[src/rtl/alu_pkg.sv]
// Shared op-code constants, op-class lookup table and sequencer state type
// for the ALU sequencer and its result mux.
package alu_pkg;

    localparam logic [4:0] ALU_OP_ADD  = 5'd0;
    localparam logic [4:0] ALU_OP_SUB  = 5'd1;
    localparam logic [4:0] ALU_OP_ADDU = 5'd2;
    localparam logic [4:0] ALU_OP_SUBU = 5'd3;
    localparam logic [4:0] ALU_OP_SLL  = 5'd4;
    localparam logic [4:0] ALU_OP_SRL  = 5'd5;
    localparam logic [4:0] ALU_OP_SRA  = 5'd6;
    localparam logic [4:0] ALU_OP_SLT  = 5'd7;
    localparam logic [4:0] ALU_OP_SLTU = 5'd8;
    localparam logic [4:0] ALU_OP_EQ   = 5'd9;
    localparam logic [4:0] ALU_OP_NE   = 5'd10;
    localparam logic [4:0] ALU_OP_XOR  = 5'd11;
    localparam logic [4:0] ALU_OP_MUL  = 5'd12;
    localparam logic [4:0] ALU_OP_ROR  = 5'd13;
    localparam logic [4:0] ALU_OP_OR   = 5'd14;
    localparam logic [4:0] ALU_OP_AND  = 5'd15;

    typedef enum logic [2:0] {
        ClassLogic,
        ClassArith,
        ClassShift,
        ClassCmp,
        ClassInvalid
    } op_class_e;

    typedef enum logic [1:0] {
        StIdle,
        StIssue,
        StCapture,
        StDone
    } seq_state_e;

    // Index is the op code; codes 16..31 are unassigned.
    localparam op_class_e OpClassTable [32] = '{
        ClassArith,   ClassArith,   ClassArith,   ClassArith,
        ClassShift,   ClassShift,   ClassShift,   ClassCmp,
        ClassCmp,     ClassCmp,     ClassCmp,     ClassLogic,
        ClassArith,   ClassShift,   ClassLogic,   ClassLogic,
        ClassInvalid, ClassInvalid, ClassInvalid, ClassInvalid,
        ClassInvalid, ClassInvalid, ClassInvalid, ClassInvalid,
        ClassInvalid, ClassInvalid, ClassInvalid, ClassInvalid,
        ClassInvalid, ClassInvalid, ClassInvalid, ClassInvalid
    };

    function automatic op_class_e op_class_of(logic [4:0] code);
        return OpClassTable[code];
    endfunction

endpackage

[src/rtl/alu_result_mux.sv]
// Selects the sub-unit result for the latched op class; unknown classes yield 0.
module alu_result_mux
    import alu_pkg::*;
(
    input  logic [2:0]  op_class,
    input  logic [31:0] logop_out,
    input  logic [31:0] arith_out,
    input  logic [31:0] shift_out,
    input  logic [31:0] cmp_out,
    output logic [31:0] result
);

    always_comb begin
        result = '0;
        unique case (op_class_e'(op_class))
            ClassLogic: result = logop_out;
            ClassArith: result = arith_out;
            ClassShift: result = shift_out;
            ClassCmp:   result = cmp_out;
            default:    result = '0;
        endcase
    end

endmodule

[src/rtl/alu_sequencer.sv]
// Accepts one ALU operation at a time, drives the sub-units for two cycles,
// captures the class-selected result and holds it until the consumer takes it.
module alu_sequencer
    import alu_pkg::*;
(
    input  logic        soc_clk,
    input  logic        reset,
    input  logic        op_valid,
    output logic        op_ready,
    input  logic [4:0]  op_code,
    input  logic [31:0] op_a,
    input  logic [31:0] op_b,
    output logic        dat_ready,
    output logic [31:0] ALU_dat1,
    output logic [31:0] ALU_dat2,
    output logic [4:0]  Instruction_to_ALU,
    input  logic [31:0] LogOp_out,
    input  logic [31:0] Arith_out,
    input  logic [31:0] Shift_out,
    input  logic [31:0] Cmp_out,
    output logic        res_valid,
    input  logic        res_ready,
    output logic [31:0] res_data,
    output logic        res_err,
    input  logic        flush,
    output logic [15:0] op_count
);

    seq_state_e  state_q;
    op_class_e   op_class_q;
    op_class_e   lookup_class;
    logic [31:0] mux_result;

    assign lookup_class = op_class_of(op_code);

    alu_result_mux u_result_mux (
        .op_class  (op_class_q),
        .logop_out (LogOp_out),
        .arith_out (Arith_out),
        .shift_out (Shift_out),
        .cmp_out   (Cmp_out),
        .result    (mux_result)
    );

    // op_ready is held low for the first cycle after reset release.
    always_ff @(posedge soc_clk or posedge reset) begin
        if (reset) begin
            state_q            <= StIdle;
            op_class_q         <= ClassInvalid;
            op_ready           <= 1'b0;
            dat_ready          <= 1'b0;
            ALU_dat1           <= '0;
            ALU_dat2           <= '0;
            Instruction_to_ALU <= '0;
            res_valid          <= 1'b0;
            res_data           <= '0;
            res_err            <= 1'b0;
            op_count           <= '0;
        end else if (flush) begin
            state_q   <= StIdle;
            op_ready  <= 1'b1;
            dat_ready <= 1'b0;
            res_valid <= 1'b0;
        end else begin
            unique case (state_q)
                StIdle: begin
                    if (op_valid && op_ready) begin
                        Instruction_to_ALU <= op_code;
                        ALU_dat1           <= op_a;
                        ALU_dat2           <= op_b;
                        op_class_q         <= lookup_class;
                        op_ready           <= 1'b0;
                        if (lookup_class == ClassInvalid) begin
                            state_q   <= StDone;
                            res_data  <= '0;
                            res_err   <= 1'b1;
                            res_valid <= 1'b1;
                        end else begin
                            state_q   <= StIssue;
                            dat_ready <= 1'b1;
                        end
                    end else begin
                        op_ready <= 1'b1;
                    end
                end
                StIssue: begin
                    state_q <= StCapture;
                end
                StCapture: begin
                    res_data  <= mux_result;
                    res_err   <= 1'b0;
                    dat_ready <= 1'b0;
                    res_valid <= 1'b1;
                    state_q   <= StDone;
                end
                StDone: begin
                    if (res_ready) begin
                        state_q   <= StIdle;
                        res_valid <= 1'b0;
                        op_ready  <= 1'b1;
                        op_count  <= op_count + 16'd1;
                    end
                end
                default: begin
                    state_q <= StIdle;
                end
            endcase
        end
    end

endmodule
[config.mk]
export PLATFORM = sky130hd
export DESIGN_NAME = alu_sequencer
export DESIGN_NICKNAME = d
export VERILOG_FILES = /design/src/rtl/alu_pkg.sv /design/src/rtl/alu_result_mux.sv /design/src/rtl/alu_sequencer.sv
export SDC_FILE = /design/constraint.sdc
export NUM_CORES = 1
export LEC_CHECK = 0
export ABC_CLOCK_PERIOD_IN_PS = 10000
export CORE_AREA = 2 2 125 127
export CTS_CLUSTER_DIAMETER = 30
export DETAILED_ROUTE_END_ITERATION = 16
export DIE_AREA = 0 0 127 129
export PLACE_DENSITY = 0.8
export SYNTH_ARGS = -nofsm -noshare
export SYNTH_HDL_FRONTEND = slang
export SYNTH_SLANG_ARGS = --single-unit
export TNS_END_PERCENT = 5
[constraint.sdc]
create_clock -name soc_clk -period 10 [get_ports soc_clk]
set_clock_uncertainty 0.2 [all_clocks]
set_input_delay 2 -clock soc_clk [delete_from_list [all_inputs] [get_ports soc_clk]]
set_output_delay 2 -clock soc_clk [all_outputs]
set_load 0.02 [all_outputs]
* Word level (Yosys, flattened, before mapping)
Memory sizes are Yosys's and may differ from the RTL's.
Index checks and enable logic that the tools add are counted.
** Word-level totals
- Register bits :: 126
- Memory bits (read-only) :: 96
- Output and inout port bits :: 121
- Memories :: 1
** Memory list
- (no name shown) :: words 32, bits a word 3, rd ports 1, clocked after Yosys merged registers in 0, write ports 0, line alu_pkg.sv:50 : return OpClassTable[code];
** Operators by class
- Add/subtract/negate cells :: 1
- Order comparisons :: 1
- Equality and inequality tests :: 13
- Multiplexer cells :: 25
- Bitwise gates (word level) :: 2
- Reduce and logical (&&, ||, !) cells :: 14
** Operator list (number)
- 32-bit one-hot mux with 4 select lines :: 1
- 32-bit two-way mux :: 2
- 32-bit one-hot mux with 2 select lines :: 1
- 16-bit by 1-bit adder with 16-bit output (second input constant) :: 1
- 3-bit != test (second input constant) :: 4
- 1-bit two-way mux :: 10
- 3-bit AND reduction :: 3
- 2-bit two-way mux :: 4
- 2-bit one-hot mux with 4 select lines :: 1
- 4-bit AND reduction :: 2
- 3-bit by 2-bit equality test with 1-bit output (second input constant) :: 2
- 6-bit greater-or-equal comparator (second input constant) :: 1
- 3-bit two-way mux :: 2
- 5-bit NOT with 6-bit output :: 1
- 1-bit one-hot mux with 2 select lines :: 3
- 3-bit nonzero test :: 2
- 2-bit equality test (second input constant) :: 2
- 2-bit != test (second input constant) :: 2
- 2-bit AND reduction :: 2
- 4-bit nonzero test :: 1
- 3-bit by 1-bit equality test with 1-bit output (second input constant) :: 1
- 3-bit equality test (second input constant) :: 1
- 3-bit logical NOT :: 1
- 1-bit one-hot mux with 3 select lines :: 1
- other kinds (5) :: 5

* Logic depth before layout (Yosys ltp)
- Depth in word-level cells :: 9
- Depth in mapped cells :: 8

* By module
A second synthesis with hierarchy kept.
** Second synthesis, totals
- Cells, all modules :: 597
- Area, all modules :: 6029.5 um2
** By module, submodules not included
- alu_sequencer :: times used 1, cells an instance 485, area each 5038.6 um2
- alu_result_mux :: times used 1, cells an instance 112, area each 991.0 um2

* Least setup slack after synthesis
No wires, ideal clock.
- Path kind :: input to register
- From :: input port op_code[4]
- To :: register res_data[10]
- Arrival :: 2910 ps
- Required time :: 9679 ps
- Slack :: 6769 ps
- Stages on the path :: 7
- Path buffers :: 3
- Cells stage by stage :: buf_2 > nand3_2 > nand2_1 > and3_1 > buf_4 > buf_4 > a22o_1
** On the way
- Word-level cells in the longest chain between the ends :: 7
** RTL lines
- start, declared :: line alu_sequencer.sv:10 : input logic [4:0] op_code,
- 5-bit NOT with 6-bit output (implied by the code) :: line alu_pkg.sv:50
- memory 32 x 3 bit
- 3-bit two-way mux (implied by the code) (2 in series) :: line alu_pkg.sv:50
- 3-bit equality test :: line alu_sequencer.sv:73 : if (lookup_class == ClassInvalid) begin
- 2-bit != test (no line)
- 4-bit AND reduction (no line)
- end signal, assigned :: line alu_sequencer.sv:90 : res_data <= mux_result;
- end, declared :: line alu_sequencer.sv:23 : output logic [31:0] res_data,
No other way between the ends. The select of a mux whose other input is x is not followed.
A chain may end at the register's enable or synchronous reset.

* Worst setup path after layout
- From :: input port op_code[4]
- To :: register res_data[0]
Same word-level chain as after synthesis.

==> results.md <==
- Share of layout cells above drive strength 1: a little under a tenth
- Maximum vdd drop: 0.000202 V
- Delay-heaviest family, CP: simple AND/OR/NAND/NOR gates
- Commonest non-fill, non-tap cell in the layout: clkdlybuf4s50_1
- Top cell type's share of synthesized area: 53.5%
- Slew Limit Fails: 0
- I/O Pins: 323
- CP Capture Type: register
- Fmax: 252 MHz
- CTS Sinks: 126
- Post-Synthesis Cells: ~530
- Critical path, cell by cell: clkdlybuf4s50_1 -> nand3_2 -> nand2_1 -> and3_1 -> a22o_1
- CP bufs+invs: 1
- Chip Height: 129 um
- Worst hold path type: reg2reg
- Initial DRC Count: 256
- Critical Path RT: 10.15 ns
- Post-synth EDFFs: 0
- Asr flop ratio synth: 100%
- Die ar.: 0.0164 mm^2
- Synth cell types: 42
- Max cap viols: 0
- Top cells by area, synth: dfrtp_1, nand2_1, mux4_2, a22o_1, xnor2_1
- Cell Rows: 45
- # diodes: 0
- Initial antenna violation count: 0
- Final Hold Vio Count: 0
- Sequential share of the synthesized area: between 50% and 60%
- Final Cycle Share: approximately two fifths
- RSZ-0062 raised after global routing: no
- Crit start category: input pin
- Vias/cell: 4.96
- Syn Nets: 736
- Pwr Density: 283 mW/mm^2
- Final setup fails: 0
- GRT Total Usage: 22.2%
- Worst-path clk slew: around 0.050 ns
- R2R Setup Slk: 7.62 ns
- CP max stage delay: around 0.94 ns
- Main synth FF type: dfrtp_1
- Most frequent cells in the layout: clkdlybuf4s50_1, nand2_1, dfrtp_1, a22o_1, mux4_2
- Synthesized flop and latch total: 126
- Initial Utilization: 39.0%
- CTS buffer count: 17
- Drt first pass iters: 4
- Mapped Area: 0.00584 mm^2
- Min Tclk post-route: 3.97 ns
- Static leakage: roughly 4.3 nW
- Clock Latency Late Sink: 0.41 ns
- Arrival @ worst endpoint: 4.12 ns
- Clock root buffer: clkbuf_16
- Post-synth top area cell: dfrtp_1
- DRT antenna net count: 0
- Setup Buffers After CTS: 0
- Slowest cell on crit path: and3_1
- Final GP Congestion: 0.806
- Syn. warnings: 0
- Clock buffer depth: 2
- TritonCTS clock tree: done
- Vias in the first global route: approximately 5.3k
- Syn Area/Cell: around 11 um^2
- Port Buf Inserts: 322
- Average wire per standard cell: between 15 and 20 um
- H-tree level count: 4
- Non-Filler Instances: 1043
- Area growth syn-to-layout: 66.1%
- Post_cts resized: 0
- Via count of the routed design: 5170
- Nets@finish: ~1.0k
- Post-DP HPWL: ~13000 um
- Core box area: 0.0150 mm^2
- Horiz. Die Dim: 127 um
- Overflow after GRT: 0
- Placed Cells: 1011
- TNS Setup: 0 ns
- Largest net degree at the start of global routing: 79
- First-pass GRT wire length: 28000 um
- CP max FO: 32
- Rel. slew slack: approximately 22%
- Crit Path Class: in2reg
- Status: finished, final reports clean
- Slew @ Worst Pin: 1.17 ns
- Post-cts hold buffer count: 0
- Final wirelength: 18100 um
- DRC: 0
worst reg2reg max path, stage by stage, from the launching register on:
cell and delay, ns:
dfrtp_1 0.38, inv_1 0.09, ha_1 0.30, nand2_1 0.11
and3_1 0.94, a22o_1 0.30
metrics by stage:
| stage | worst slack [ns] | hold slack (ns) | cell area, um^2 | util (%) | power [mW] |
|---|---|---|---|---|---|
| 5_1_grt | 5.87 | 0.282 | 9710 | 64.8 | 2.90 |
| 2_1_floorplan | 4.45 | 0.239 | 5840 | - | 1.55 |
| 4_1_cts | 6.02 | 0.265 | 9710 | 64.8 | 2.78 |
| 3_3_place_gp | 5.64 | 0.256 | 9100 | 60.8 | 2.13 |
| 6_report | 6.03 | 0.262 | 9710 | 64.8 | 2.75 |
| 3_5_place_dp | 5.57 | 0.256 | 9100 | 60.8 | 2.15 |
metal layers:
metal	routed length, um	part of all wire [%]	up-vias	global-route usage [%]
li1	-	-	2426	-
met1	6890	38	2478	24.9
met2	8910	49	228	38.1
met3	1620	9.0	38	8.02
met4	638	3.5	0	9.95
met5	0	0	-	0
cell type report:
cell class,count,area [um^2]
Clock buffer,22,494
Clock inverter,10,110
Fill cell,1169,5270
Inverter,10,40.0
Multi-Input combinational cell,362,2430
Sequential cell,126,3160
Tap cell,188,235
Timing Repair Buffer,325,3250
logic make-up (layout without fill, tap and decap cells):
| kind of cell | Yosys count | after routing | share of synthesized area, % |
|---|---|---|---|
| and+or+nand+nor | 257 | 257 | 18.3 |
| DFF | 126 | 126 | 54.0 |
| AOI/OAI and AO/OA | 50 | 50 | 6.83 |
| buffers and inverters | 41 | 367 | 4.52 |
| muxes | 34 | 34 | 12.9 |
| xor gates and xnor gates | 16 | 16 | 2.40 |
| adders and majority gates | 5 | 5 | 1.07 |
worst paths after layout:
kind / startpoint / endpoint / cells past startpoint
hold / removal: op_class_q[2]$_DFFE_PP1P_ / op_class_q[2]$_DFFE_PP1P_ / 2
setup reg to reg: state_q[0]$_DFFE_PP0P_ / res_data[0]$_DFFE_PP0P_ / 5
hold reg to reg: op_class_q[2]$_DFFE_PP1P_ / op_class_q[2]$_DFFE_PP1P_ / 2
min in group asynchronous: reset / op_count[14]$_DFFE_PP0P_ / 2
setup / recovery: op_code[4] / res_data[0]$_DFFE_PP0P_ / 5
max in group asynchronous: reset / op_class_q[0]$_DFFE_PP0P_ / 3
where the power goes:
group	total [mW]	internal, mW	switching [mW]
clock network	0.614	0.398	0.217
logic	1.26	0.639	0.621
registers	0.876	0.722	0.154
synthesized netlist by cell type (all sizes together) (2+ instances only):
library cell,number
clkbuf,3
xor2,3
xnor2,13
buf,28
nand2b,2
a21oi,4
and3,3
nor2,11
dfrtp,125
nand2,222
mux2i,2
a211oi,2
inv,10
ha,5
o31ai,2
o21ai,5
mux4,32
a22o,32
nand4,4
nand3,7
nor3,3
sequential cells by signal, summed over array words and instances (netlist names), 2 cells and up:
| register | count |
|---|---|
| Instruction_to_ALU | 5 |
| res_data | 32 |
| ALU_dat1 | 32 |
| ALU_dat2 | 32 |
| state_q | 2 |
| op_class_q | 3 |
| op_count | 16 |
Power figures use the tool's default switching activity.
